`src/rtl/prog_timer.sv`:
```
// Programmable MM:SS count-down timer / count-up stopwatch with BCD display outputs.
// Optional expiry alarm blinker is enabled by defining PROG_TIMER_ALARM_EN.
module prog_timer #(
    parameter int CLK_DIV = 100000000,
    parameter int MIN_MAX = 59
) (
    input  logic       clk,
    input  logic       tmrreset_n,
    input  logic       start,
    input  logic       stop,
    input  logic       clear,
    input  logic       mode,
    input  logic       inc_sec,
    input  logic       inc_min,
    output logic [3:0] sec_tens,
    output logic [3:0] sec_ones,
    output logic [3:0] min_tens,
    output logic [3:0] min_ones,
    output logic       running,
    output logic       done,
    output logic       alarm,
    output logic [1:0] fsm_state
);
    localparam int PW = $clog2(CLK_DIV);
    localparam logic [PW-1:0] PRE_LAST = PW'(CLK_DIV - 1);
    localparam logic [6:0] MIN_TOP = 7'(MIN_MAX);

    typedef enum logic [1:0] {IDLE, RUN, PAUSE, EXPIRED} state_t;

    state_t        state_q, state_d;
    logic [5:0]    sec_q, sec_d, sec_inc;
    logic [6:0]    min_q, min_d, min_inc;
    logic [PW-1:0] pre_q, pre_d;
    logic          mode_q, mode_d;
    logic          done_q, done_d;
    logic          alarm_q, alarm_d;
    logic          tick;

    always_ff @(posedge clk or negedge tmrreset_n) begin
        if (!tmrreset_n) begin
            state_q <= IDLE;
            sec_q   <= '0;
            min_q   <= '0;
            pre_q   <= '0;
            mode_q  <= 1'b0;
            done_q  <= 1'b0;
            alarm_q <= 1'b0;
        end else begin
            state_q <= state_d;
            sec_q   <= sec_d;
            min_q   <= min_d;
            pre_q   <= pre_d;
            mode_q  <= mode_d;
            done_q  <= done_d;
            alarm_q <= alarm_d;
        end
    end

    // Wrapping increments shared by the set buttons and the count-up tick.
    assign sec_inc = (sec_q == 6'd59) ? 6'd0 : sec_q + 6'd1;
    assign min_inc = (min_q == MIN_TOP) ? 7'd0 : min_q + 7'd1;
    assign tick    = (pre_q == PRE_LAST);

    always_comb begin
        state_d = state_q;
        sec_d   = sec_q;
        min_d   = min_q;
        pre_d   = pre_q;
        mode_d  = mode_q;
        alarm_d = 1'b0;
        if (clear) begin
            state_d = IDLE;
            sec_d   = '0;
            min_d   = '0;
            pre_d   = '0;
        end else begin
            case (state_q)
                IDLE: begin
                    if (!stop) begin
                        if (start) begin
                            if (mode || sec_q != 6'd0 || min_q != 7'd0) begin
                                mode_d  = mode;
                                pre_d   = '0;
                                state_d = RUN;
                            end
                        end else begin
                            if (inc_sec) sec_d = sec_inc;
                            if (inc_min) min_d = min_inc;
                        end
                    end
                end
                RUN: begin
                    if (stop) begin
                        state_d = PAUSE;
                    end else if (tick) begin
                        pre_d = '0;
                        if (mode_q) begin
                            if (sec_q != 6'd59) begin
                                sec_d = sec_inc;
                            end else begin
                                sec_d = '0;
                                min_d = min_inc;
                            end
                            if (min_q == MIN_TOP && sec_q == 6'd58) state_d = EXPIRED;
                        end else begin
                            if (sec_q != 6'd0) begin
                                sec_d = sec_q - 6'd1;
                            end else if (min_q != 7'd0) begin
                                min_d = min_q - 7'd1;
                                sec_d = 6'd59;
                            end
                            if (min_q == 7'd0 && sec_q <= 6'd1) state_d = EXPIRED;
                        end
                    end else begin
                        pre_d = pre_q + 1'b1;
                    end
                end
                PAUSE: begin
                    if (!stop) begin
                        if (start) begin
                            state_d = RUN;
                        end else begin
                            if (inc_sec) sec_d = sec_inc;
                            if (inc_min) min_d = min_inc;
                        end
                    end
                end
                default: begin
                    if (stop) begin
                        state_d = IDLE;
                        pre_d   = '0;
                    end else begin
`ifdef PROG_TIMER_ALARM_EN
                        // Prescaler keeps ticking here purely to pace the alarm blink.
                        alarm_d = tick ? ~alarm_q : alarm_q;
                        pre_d   = tick ? '0 : pre_q + 1'b1;
`endif
                    end
                end
            endcase
        end
`ifdef PROG_TIMER_ALARM_EN
        if (state_d == EXPIRED && state_q != EXPIRED) alarm_d = 1'b1;
`endif
    end

    assign done_d = (state_d == EXPIRED) && (state_q != EXPIRED);

    assign sec_tens  = 4'(sec_q / 6'd10);
    assign sec_ones  = 4'(sec_q % 6'd10);
    assign min_tens  = 4'(min_q / 7'd10);
    assign min_ones  = 4'(min_q % 7'd10);
    assign running   = (state_q == RUN);
    assign done      = done_q;
    assign alarm     = alarm_q;
    assign fsm_state = state_q;
endmodule

```
`config.mk`:
```
export PLATFORM = sky130hd
export DESIGN_NAME = prog_timer
export DESIGN_NICKNAME = d
export VERILOG_FILES = /design/src/rtl/prog_timer.sv
export SDC_FILE = /design/constraint.sdc
export NUM_CORES = 1
export LEC_CHECK = 0
export BUFFER_PORTS_ARGS = -buffer_cell sky130_fd_sc_hd__buf_2
export CAP_MARGIN = 20
export CORE_MARGIN = 3
export CORE_UTILIZATION = 55
export CTS_CLUSTER_DIAMETER = 50
export DETAILED_ROUTE_END_ITERATION = 6
export PLACE_DENSITY = 0.76
export RECOVER_POWER = 50
export SKIP_LAST_GASP = 1
export SLEW_MARGIN = 15
export SYNTH_ARGS = -nofsm -noshare
export SYNTH_HDL_FRONTEND = slang
export SYNTH_SLANG_ARGS = --single-unit
```
`constraint.sdc`:
```
create_clock -name clk -period 2.4 [get_ports clk]
set_clock_uncertainty 0.05 [all_clocks]
set_input_delay 0.36 -clock clk [delete_from_list [all_inputs] [get_ports clk]]
set_output_delay 0.36 -clock clk [all_outputs]
set_load 0.05 [all_outputs]
```
==> flow_summary_export.csv, run 1 <==
group,metric,value,unit
cells_and_area,area_delta_synth_final,31.5,%
logic_synthesis,synthTopCellsByArea,"dfrtp_1 32%, xnor2_1 6.1%, nor2_1 4.9%",
critical_path,crit_fanout,4,
grt,grt_max_degree,45,
power_and_ir_drop,ir_worst_vdd,951,µV
grt,grt_pass1_vias,3565,
power_and_ir_drop,power_density,833,nW/µm²
routing,wirelength,9540,µm
critical_path,startpoint_type,"flip-flop",
grt,track_usage,27.5,%
cells_and_area,finalNetCount,525,
placed_design,place.port_buffers,26,
clock_tree,cts.clk_slew.worst_paths,0.09,ns
routing,vias_per_cell,6.19,
floorplan,die_height,85.4,µm
timing,timing.final.ws_setup,-0.390,ns
critical_path,critPathArrivalTime,2.38,ns
routing,drtPass1Iterations,5,
placed_design,gp_congestion,0.883,
grt,antenna_found_initial,0,
routing,wl_per_cell,16.4,µm
timing,slew_violations,0,
timing,min_period_over_period,116,%
timing,finalSetupTns,-1.41,ns
logic_synthesis,yosysWarnings,0,
logic_synthesis,synth_seq_cells,44,
logic_synthesis,synth_edf_count,0,
logic_synthesis,netlist_area,3470,µm²
routing,postRouteAntennaNets,0,
cells_and_area,fill_cells,447,
logic_synthesis,synthArstFlopShare,100,%
logic_synthesis,ys_types,66,
power_and_ir_drop,p_leak,0.00190,µW
run_status,violations,"setup timing",
critical_path,required,1.99,ns
run_status,status,"finished, violations left",
power_and_ir_drop,power.total,3800,µW
timing,fmax,358,MHz
logic_synthesis,synth_top_cell_area_share,31.7,%
logic_synthesis,synth_top_area_cell,"dfrtp_1",
timing,tightest_slew,1.08,ns
cells_and_area,antenna_cells,0,
timing,timing.final.hold_violations,0,
timing,min_period,2.79,ns
timing,holdWs,0.261,ns
logic_synthesis,yosysMostFrequentCell,"nor2_1",
logic_synthesis,syn_area_per_cell,8.03,µm²
floorplan,io_pins,29,
grt,overflow,0,
floorplan,num_rows,28,
clock_tree,clk_latency,0.30,ns
logic_synthesis,syn_inst,432,
timing,max_slew_margin,27.8,%
hold_path,worstHoldPathType,"in -> reg",
logic_synthesis,synth_common_cells,"45 x nor2_1, 44 x dfrtp_1, 33 x nand2_1, 33 x o21ai_0, 24 x xnor2_1",
timing,setup_viol,4,
floorplan,die_w,85.4,µm
placed_design,post-dp-hpwl,6490,µm
floorplan,start_util,57.6,%
logic_synthesis,seq_area_frac_synth,31.7,%
floorplan,die_area,7290,µm²
logic_synthesis,ys.flop_type,"dfrtp_1",
clock_tree,cts_tree,"done",
clock_tree,cts_buffer_depth,2,
run,drv_cap,0,
cells_and_area,final_layout_size_suffix_gt1_share,30.0,%
timing,rsz0062_at_grt,"yes",
grt,grt_pass1_wl,16600,µm
routing,num_vias,3601,
routing,drt_iter0_drc,272,
clock_tree,cts_buffers,5,
clock_tree,cts_root_buf,"clkbuf_8",
clock_tree,cts_sinks,44,
floorplan,coreArea,6030,µm²
clock_tree,h-tree-depth,2,
routing,drc,0,
critical_path,critPathKind,"reg -> out",
critical_path,endpoint_kind,"output pin",
report_power, final:
part / internal [µW] / leakage, µW / total [µW] / switching [µW]
combinational: 1030 / 0.00126 / 2330 / 1310
clock: 314 / 0.0000548 / 596 / 283
sequential: 796 / 0.000592 / 871 / 74.2
layout by cell type (no fill, tap or decap), drive strengths merged, types with 7 or more instances in the layout:
cell type and n:
nand2b 11, inv 13, nor4 15, nand3 19, nor4b 7, ha 11
xnor2 24, a21oi 17, and3 12, nor3 15, o21ai 33, a22o 8
nand4 13, nand2 34, nor2 45, nor2b 8, dfrtp 44, clkbuf 12
buf 90
path summary, 6_finish.rpt:
kind,start,end,slack [ns],cells after the start
max,min_q[3],min_ones[2],-0.39,10
min,mode,mode_q,0.26,2
max reg2reg,sec_q[1],min_q[6],0.07,8
min reg2reg,pre_q[7],pre_q[7],0.45,1
max in group asynchronous,tmrreset_n,min_q[4],1.29,2
min in group asynchronous,tmrreset_n,pre_q[4],0.27,2
layer usage:
layer | GRT usage, % | share of wire [%]
met1 | 35.9 | 42
met2 | 47.5 | 52
met3 | 3.40 | 4.5
met4 | 8.35 | 1.8
met5 | 0 | 0
cell families (layout without fill, tap and decap cells):
family          after synthesis  in the layout  share of synthesized area [%]
flops                        44             44                           31.7
fa+ha+maj                    11             11                           3.97
compound gates              105            105                           20.2
buf+inv                      43            117                           5.52
simple gates                199            199                           31.0
other cells                   1              2                          0.108
xor+xnor                     25             25                           6.31
mux                           4              4                           1.19
per-stage QoR:
step	cell area [µm²]	util [%]	setup slack, ns	instances
CTS	4430	73.6	-0.362	576
global route	4560	75.7	-0.475	582
global placement	4160	69.0	-0.0959	559
finish	4560	75.7	-0.390	582
detailed placement	4160	69.0	-0.210	559
floorplan	3680	-	-0.174	433
critical path, stage by stage, from the launching register on:
cell and delay [ns]:
dfrtp_1 0.44, inv_1 0.13, o211a_1 0.16, o21a_4 0.24, xnor2_4 0.15, ha_2 0.20
buf_6 0.11, nor2b_4 0.12, o21ai_4 0.16, a2bb2oi_4 0.18, buf_6 0.17
layout make-up:
type,count,area [µm²],area share [%]
repair buffers,97,722,15.8
clock inverters,3,46.3,1.02
well taps,75,93.8,2.06
flip-flops and latches,44,1110,24.3
clock buffers,5,68.8,1.51
inverters,12,45.0,0.988
multi-input cells,346,2470,54.3
what timing repair did:
item / in CTS / in global routing
setup buffers: 10 / 6
pin swaps: 10 / 18
hold buffers: 0 / 0
gates resized for setup: 29 / 20
setup endpoints to repair: 8 / 34
flip-flops by register name (all words and copies together) (netlist names):
register and count:
pre_q 27, min_q 7, sec_q 6, fsm_state 2, done 1, mode_q 1
No activity file was read; power rests on OpenSTA's default activity.
==> run 2, diff against run 1 <==
==> constraint.sdc (replaced) <==
create_clock -name clk -period 2.4 [get_ports clk]
set_clock_uncertainty 0.05 [all_clocks]
set_input_delay 0.36 -clock clk [delete_from_list [all_inputs] [get_ports clk]]
set_output_delay 0.36 -clock clk [all_outputs]
set_load 0.1 [all_outputs]
==> run 2 against run 1 <==
Net effect: the flow still finishes with violations (setup timing); non-clock buffer count fell by 7; flip-flop and latch count did not move; design area rose by 1.5%; worst hold slack improved by 0.032 ns; routed wire length rose by 2.7%; combinational power rose by 30%; critical endpoint is now min_ones[1]; highest routed layer unchanged.
==> flow_summary_export.csv, run 2 (synthesis gave the netlist of run 1 again) <==
group,metric,value,unit
timing,rsz0062_at_grt,"yes",
critical_path,r2r-end,"min_q[6]",
critical_path,critPathArrivalTime,2.30,ns
clock_tree,clk_latency,0.30,ns
critical_path,r2r_setup_slack,0.10,ns
clock_tree,cts_buffers,5,
clock_tree,cts_root_buf,"clkbuf_8",
grt,antenna_found_initial,0,
critical_path,endpoint_kind,"output pin",
placed_design,gp_congestion,0.916,
cells_and_area,fin_cells,575,
routing,vias_per_cell,6.39,
cells_and_area,antenna_cells,0,
timing,min_period_over_period,113,%
routing,num_vias,3676,
hold_path,worstHoldPathType,"in -> reg",
cells_and_area,final_layout_size_suffix_gt1_share,29.2,%
critical_path,required,1.99,ns
cells_and_area,finalNetCount,518,
critical_path,reg2reg_depth,7,
floorplan,die_w,85.4,µm
placed_design,post-dp-hpwl,6840,µm
routing,drc,0,
power_and_ir_drop,p_leak,0.00188,µW
grt,track_usage,27.3,%
placed_design,pre_cts_ws,-0.0678,ns
cells_and_area,largest_reg_flops,27,
timing,fmax,369,MHz
placed_design,place.port_buffers,26,
cells_and_area,area_delta_synth_final,33.5,%
cells_and_area,regMostFlops,"pre_q",
grt,grt_pass1_vias,3700,
grt,overflow,0,
floorplan,num_rows,28,
run,drv_cap,0,
clock_tree,cts_sinks,44,
run_status,violations,"setup timing",
grt,grt_max_degree,32,
routing,postRouteAntennaNets,0,
floorplan,die_height,85.4,µm
routing,drt_iter0_drc,355,
clock_tree,cts.clk_slew.worst_paths,0.08,ns
run_status,status,"finished, violations left",
floorplan,start_util,57.6,%
power_and_ir_drop,power_density,992,nW/µm²
floorplan,io_pins,29,
cells_and_area,top_regs,"pre_q x27, min_q x7, sec_q x6",
timing,max_slew_margin,22.5,%
timing,timing.final.ws_setup,-0.311,ns
grt,grt_pass1_wl,16700,µm
critical_path,crit_fanout,5,
critical_path,startpoint_type,"flip-flop",
placed_design,post-place-cells,554,
timing,setup_viol,5,
floorplan,coreArea,6030,µm²
cells_and_area,final_common_cell,"buf_4",
clock_tree,h-tree-depth,2,
critical_path,critPathKind,"reg -> out",
routing,wl_per_cell,17.0,µm
timing,tightest_slew,1.17,ns
timing,timing.final.hold_violations,0,
cells_and_area,final_cell_mix,"59 x buf_4, 41 x nor2_1, 34 x dfrtp_1",
routing,wirelength,9800,µm
timing,slew_violations,0,
power_and_ir_drop,ir_worst_vdd,1440,µV
clock_tree,cts_buffer_depth,2,
floorplan,die_area,7290,µm²
clock_tree,cts_tree,"done",
timing,min_period,2.71,ns
critical_path,timing.rr.start,"sec_q[4]",
critical_path,crit_path_end,"min_ones[1]",
routing,drtPass1Iterations,5,
critical_path,startpoint,"min_q[5]",
## run 2: stage by stage
stage | hold WS (ns) | util [%] | cell area [µm²] | power, µW | TNS [ns]
2_1_floorplan | 0.0144 | - | 3740 | 2900 | -3.03
3_3_place_gp | 0.259 | 71.3 | 4300 | 3680 | -0.00275
3_5_place_dp | 0.265 | 71.3 | 4300 | 3730 | -0.145
4_1_cts | 0.280 | 76.1 | 4590 | 4550 | -1.01
5_1_grt | 0.290 | 76.8 | 4630 | 4780 | -1.53
6_report | 0.293 | 76.8 | 4630 | 4590 | -1.05
## run 2: what timing repair did
| action | 4_1_cts | 5_1_grt |
|---|---|---|
| endpoints found under the hold margin | 17 | 0 |
| resized for setup | 23 | 10 |
| setup buffers | 9 | 3 |
| setup endpoints to repair | 7 | 26 |
| gates cloned | 0 | 0 |
| pin swaps | 8 | 11 |
| hold buffers | 1 | 0 |
## run 2: where the power goes
group	total, µW	switching [µW]	internal [µW]	leakage, µW
logic	3040	1800	1240	0.00123
clock network	678	261	416	0.0000654
registers	875	76.3	799	0.000587
## run 2: worst min path at each step
stage | start | endpoint | slack, ns | cells after the start
3_3_place_gp | tmrreset_n | sec_q[2] | 0.26 | 1
4_1_cts | mode | mode_q | 0.28 | 2
3_5_place_dp | tmrreset_n | sec_q[2] | 0.26 | 1
6_report | mode | mode_q | 0.29 | 2
2_1_floorplan | tmrreset_n | done | 0.01 | 0
5_1_grt | mode | mode_q | 0.29 | 2
## run 2: layout make-up
| class | count | area (µm²) |
|---|---|---|
| fill | 452 | 1400 |
| sequential | 44 | 1120 |
| clock inverter | 2 | 60.1 |
| multi-input combinational | 346 | 2480 |
| inverter | 12 | 48.8 |
| timing repair buffer | 90 | 759 |
| clock buffer | 6 | 72.6 |
| tap | 75 | 93.8 |
## run 2: critical path, cell delays in order, from the launching register on
cell and delay [ns]:
dfrtp_2 0.46, nor2b_4 0.15, a32oi_2 0.20, o21a_4 0.17
xnor2_2 0.11, ha_2 0.21, o211ai_1 0.10, a21oi_2 0.16
buf_6 0.13, xnor2_4 0.12, buf_12 0.19
## run 2: routing by layer
| layer | routed length [µm] | global-route usage, % | vias up |
|---|---|---|---|
| met5 | 0 | 0 | - |
| met4 | 175 | 9.64 | 0 |
| met3 | 424 | 3.20 | 22 |
| met2 | 5130 | 50.2 | 137 |
| met1 | 4060 | 32.7 | 1795 |
| li1 | - | - | 1722 |
==> run 3, diff against run 2 <==
--- a/config.mk
+++ b/config.mk
@@ -13,6 +13,7 @@
 export DETAILED_ROUTE_END_ITERATION = 6
 export PLACE_DENSITY = 0.76
 export RECOVER_POWER = 50
+export SETUP_SLACK_MARGIN = 0.5
 export SKIP_LAST_GASP = 1
 export SLEW_MARGIN = 15
 export SYNTH_ARGS = -nofsm -noshare
==> run 3 against run 2 <==
Net effect: the run now fails in global routing; synthesized cell count did not move; synthesized area unchanged.
==> flow_summary_export.csv, run 3 <==
group,metric,value,unit
run_status,status,"aborted with a tool error",
run_status,haltStage,"global routing",
run_status,error_line,"[ERROR DPL-0038] Utilization greater than 100%, impossible to legalize",
logic_synthesis,synth_top_area_cell,"dfrtp_1",
floorplan,start_util,57.6,%
floorplan,num_rows,28,
clock_tree,h-tree-depth,2,
placed_design,post-dp-hpwl,7150,µm
logic_synthesis,netlist_area,3470,µm²
grt,grt_max_degree,45,
logic_synthesis,seq_area_frac_synth,31.7,%
logic_synthesis,syn_area_per_cell,8.03,µm²
logic_synthesis,synth_seq_cells,44,
floorplan,die_w,85.4,µm
logic_synthesis,synth_edf_count,0,
logic_synthesis,synth_top_cell_area_share,31.7,%
logic_synthesis,synth_common_cells,"45 x nor2_1, 44 x dfrtp_1, 33 x nand2_1, 33 x o21ai_0, 24 x xnor2_1",
logic_synthesis,yosysWarnings,0,
logic_synthesis,synthTopCellsByArea,"dfrtp_1 32%, xnor2_1 6.1%, nor2_1 4.9%",
logic_synthesis,synthArstFlopShare,100,%
logic_synthesis,yosysMostFrequentCell,"nor2_1",
floorplan,die_height,85.4,µm
floorplan,io_pins,29,
timing,endpoint_type,"output port",
clock_tree,cts_buffers,5,
logic_synthesis,ys_types,66,
clock_tree,cts_buffer_depth,2,
placed_design,gp_congestion,0.889,
timing,crit_endpoint,"min_ones[1]",
placed_design,place.port_buffers,26,
clock_tree,postCtsHoldBufs,0,
clock_tree,cts_root_buf,"clkbuf_8",
clock_tree,cts_sinks,44,
logic_synthesis,syn_inst,432,
placed_design,dpl_cell_area,4670,µm²
placed_design,pre_cts_ws,-0.146,ns
logic_synthesis,ys.flop_type,"dfrtp_1",
run 3: cell counts after synthesis:
No cell type changed its count.
run 3: logic make-up after synthesis:
kind of cell             after synthesis  share of synthesized area (%)
adder cells (fa/ha/maj)               11                           3.97
other                                  1                          0.108
AND/OR/NAND/NOR                      199                           31.0
XOR/XNOR                              25                           6.31
AO/OA/AOI/OAI                        105                           20.2
buffers and inverters                 43                           5.52
multiplexers                           4                           1.19
flip-flops                            44                           31.7
run 3: repair_timing:
item,CTS
gates resized for setup,119
gates cloned,6
setup endpoints to repair,56
pin swaps,48
setup buffers,43
hold endpoints to repair,0
run 3: stage by stage:
step / utilization, % / std cells
after floorplan: - / 433
after global placement: 77.5 / 562
after detailed placement: 77.5 / 562
after CTS: 93.6 / 619
==> run 4, diff against run 3 <==
--- a/config.mk
+++ b/config.mk
@@ -8,12 +8,10 @@
 export BUFFER_PORTS_ARGS = -buffer_cell sky130_fd_sc_hd__buf_2
 export CAP_MARGIN = 20
 export CORE_MARGIN = 3
-export CORE_UTILIZATION = 55
-export CTS_CLUSTER_DIAMETER = 50
+export CORE_UTILIZATION = 40
 export DETAILED_ROUTE_END_ITERATION = 6
-export PLACE_DENSITY = 0.76
+export PLACE_DENSITY_LB_ADDON = 0.15
 export RECOVER_POWER = 50
-export SETUP_SLACK_MARGIN = 0.5
 export SKIP_LAST_GASP = 1
 export SLEW_MARGIN = 15
 export SYNTH_ARGS = -nofsm -noshare
==> constraint.sdc (replaced) <==
create_clock -name clk -period 3.12 [get_ports clk]
set_clock_uncertainty 0.05 [all_clocks]
set_input_delay 0.468 -clock clk [delete_from_list [all_inputs] [get_ports clk]]
set_output_delay 0.468 -clock clk [all_outputs]
set_load 0.1 [all_outputs]
==> run 4 against run 3 <==
Net effect: the flow now finishes without violations.
==> flow_summary_export.csv, run 4 (synthesis gave the netlist of run 1 again) <==
group,metric,value,unit
run_status,status,"finished, final reports clean",
cells_and_area,largest_reg_flops,27,
timing,fmax,333,MHz
clock_tree,cts.clk_slew.worst_paths,0.09,ns
clock_tree,cts_buffers,5,
power_and_ir_drop,ir_worst_vdd,604,µV
timing,timing.final.ws_setup,0.121,ns
grt,grt_max_degree,45,
floorplan,io_pins,29,
placed_design,post-dp-hpwl,6350,µm
grt,overflow,0,
grt,track_usage,18.7,%
cells_and_area,fill_cells,805,
routing,drtPass1Iterations,4,
cells_and_area,finalNetCount,480,
clock_tree,clk_latency,0.31,ns
routing,drc,0,
placed_design,place.port_buffers,26,
power_and_ir_drop,power.share.clock,16.3,%
critical_path,crit_fanout,6,
grt,grt_pass1_wl,15300,µm
timing,min_period,3.00,ns
power_and_ir_drop,p_sw,1530,µW
cells_and_area,final_common_cell,"nor2_1",
cells_and_area,fin_cells,567,
clock_tree,cts_sinks,44,
critical_path,critPathArrivalTime,2.48,ns
clock_tree,h-tree-depth,2,
placed_design,post-place-cells,549,
clock_tree,cts_root_buf,"clkbuf_8",
routing,wl_per_cell,16.0,µm
run,drv_cap,0,
routing,postRouteAntennaNets,0,
power_and_ir_drop,switching_share,51.0,%
critical_path,startpoint_type,"flip-flop",
timing,max_slew_margin,18.2,%
routing,drt_iter0_drc,113,
cells_and_area,antenna_cells,0,
timing,tightest_slew,1.23,ns
floorplan,num_rows,33,
routing,wirelength,9090,µm
timing,min_period_over_period,96.1,%
critical_path,critPathKind,"reg -> out",
placed_design,pre_cts_ws,0.189,ns
floorplan,start_util,41.8,%
critical_path,required,2.60,ns
critical_path,endpoint_kind,"output pin",
floorplan,die_w,99.1,µm
power_and_ir_drop,p_leak,0.00162,µW
timing,timing.final.hold_violations,0,
timing,finalSetupTns,0,ns
clock_tree,cts_tree,"done",
power_and_ir_drop,power.internal,1470,µW
cells_and_area,top_regs,"pre_q x27, min_q x7, sec_q x6",
timing,setup_viol,0,
grt,grt_pass1_vias,3084,
cells_and_area,area_delta_synth_final,19.0,%
cells_and_area,final_cell_mix,"43 x nor2_1, 40 x dfrtp_1, 33 x nand2_1",
grt,antenna_found_initial,0,
floorplan,die_height,99.1,µm
cells_and_area,final_layout_size_suffix_gt1_share,17.7,%
hold_path,worstHoldPathType,"in -> reg",
floorplan,coreArea,8300,µm²
timing,slew_violations,0,
power_and_ir_drop,power_density,729,nW/µm²
power_and_ir_drop,seqPwrFrac,22.8,%
timing,rsz0062_at_grt,"yes",
routing,num_vias,3310,
placed_design,gp_congestion,0.852,
cells_and_area,finish.utilization,49.7,%
power_and_ir_drop,power_frac_comb,60.9,%
routing,vias_per_cell,5.84,
floorplan,die_area,9820,µm²
cells_and_area,regMostFlops,"pre_q",
clock_tree,cts_buffer_depth,2,
-- run 4: cell type report --
type,instances,area (µm²),share of cell area [%]
flip-flops and latches,44,1110,26.8
repair buffers,52,362,8.76
clock inverters,1,30.0,0.727
clock buffers,7,96.3,2.33
well taps,105,131,3.18
multi-input cells,346,2350,57.0
inverters,12,48.8,1.18
-- run 4: worst max-delay path: stages, from the launching register on --
cell and delay, ns:
dfrtp_1 0.45, nand2b_1 0.21, a32oi_2 0.22, o21a_4 0.18, xnor2_2 0.09, ha_2 0.21, buf_4 0.13, nor2b_1 0.12
o21ai_1 0.20, a2bb2oi_4 0.17, buf_12 0.18
-- run 4: final timing paths --
path	startpoint	to	slack (ns)	depth (start not counted)
max in group asynchronous	tmrreset_n	min_q[4]	1.06	3
min in group asynchronous	tmrreset_n	pre_q[0]	0.62	2
setup / recovery	min_q[3]	min_ones[2]	0.12	10
setup reg to reg	sec_q[1]	min_q[6]	0.54	7
hold / removal	mode	mode_q	0.38	2
hold reg to reg	pre_q[7]	pre_q[7]	0.46	1
-- run 4: metal layers --
metal	GRT usage, %	share of wire [%]	vias up
li1	-	-	1638
met1	26.2	48	1607
met2	30.1	48	56
met3	3.02	2.8	9
met4	5.04	1.3	0
met5	0	0	-
-- run 4: power by group through the flow --
stage          Combinational [µW]  Clock, µW  Sequential [µW]
3_5_place_dp                 1780          0              697
2_1_floorplan                1470          0              680
3_3_place_gp                 1770          0              695
5_1_grt                      1930        524              696
6_report                     1830        491              686
4_1_cts                      1800        505              686
-- run 4: through the flow --
stage                     power [µW]  hold slack (ns)  area (µm²)
final                           3010            0.377        4130
after global routing            3150            0.369        4130
after CTS                       2990            0.320        4060
after detailed placement        2470            0.438        3910
after global placement          2460            0.431        3910
after floorplan                 2150            0.122        3650
-- run 4: repair_timing --
item / 4_1_cts / 5_1_grt
hold endpoints to repair: 0 / 10
hold buffers: 0 / 1
buffers inserted: 2 / 6
pin swaps: 2 / 0
cloned: 0 / 0
resized for setup: 4 / 7
endpoints found under the setup margin: 2 / 4
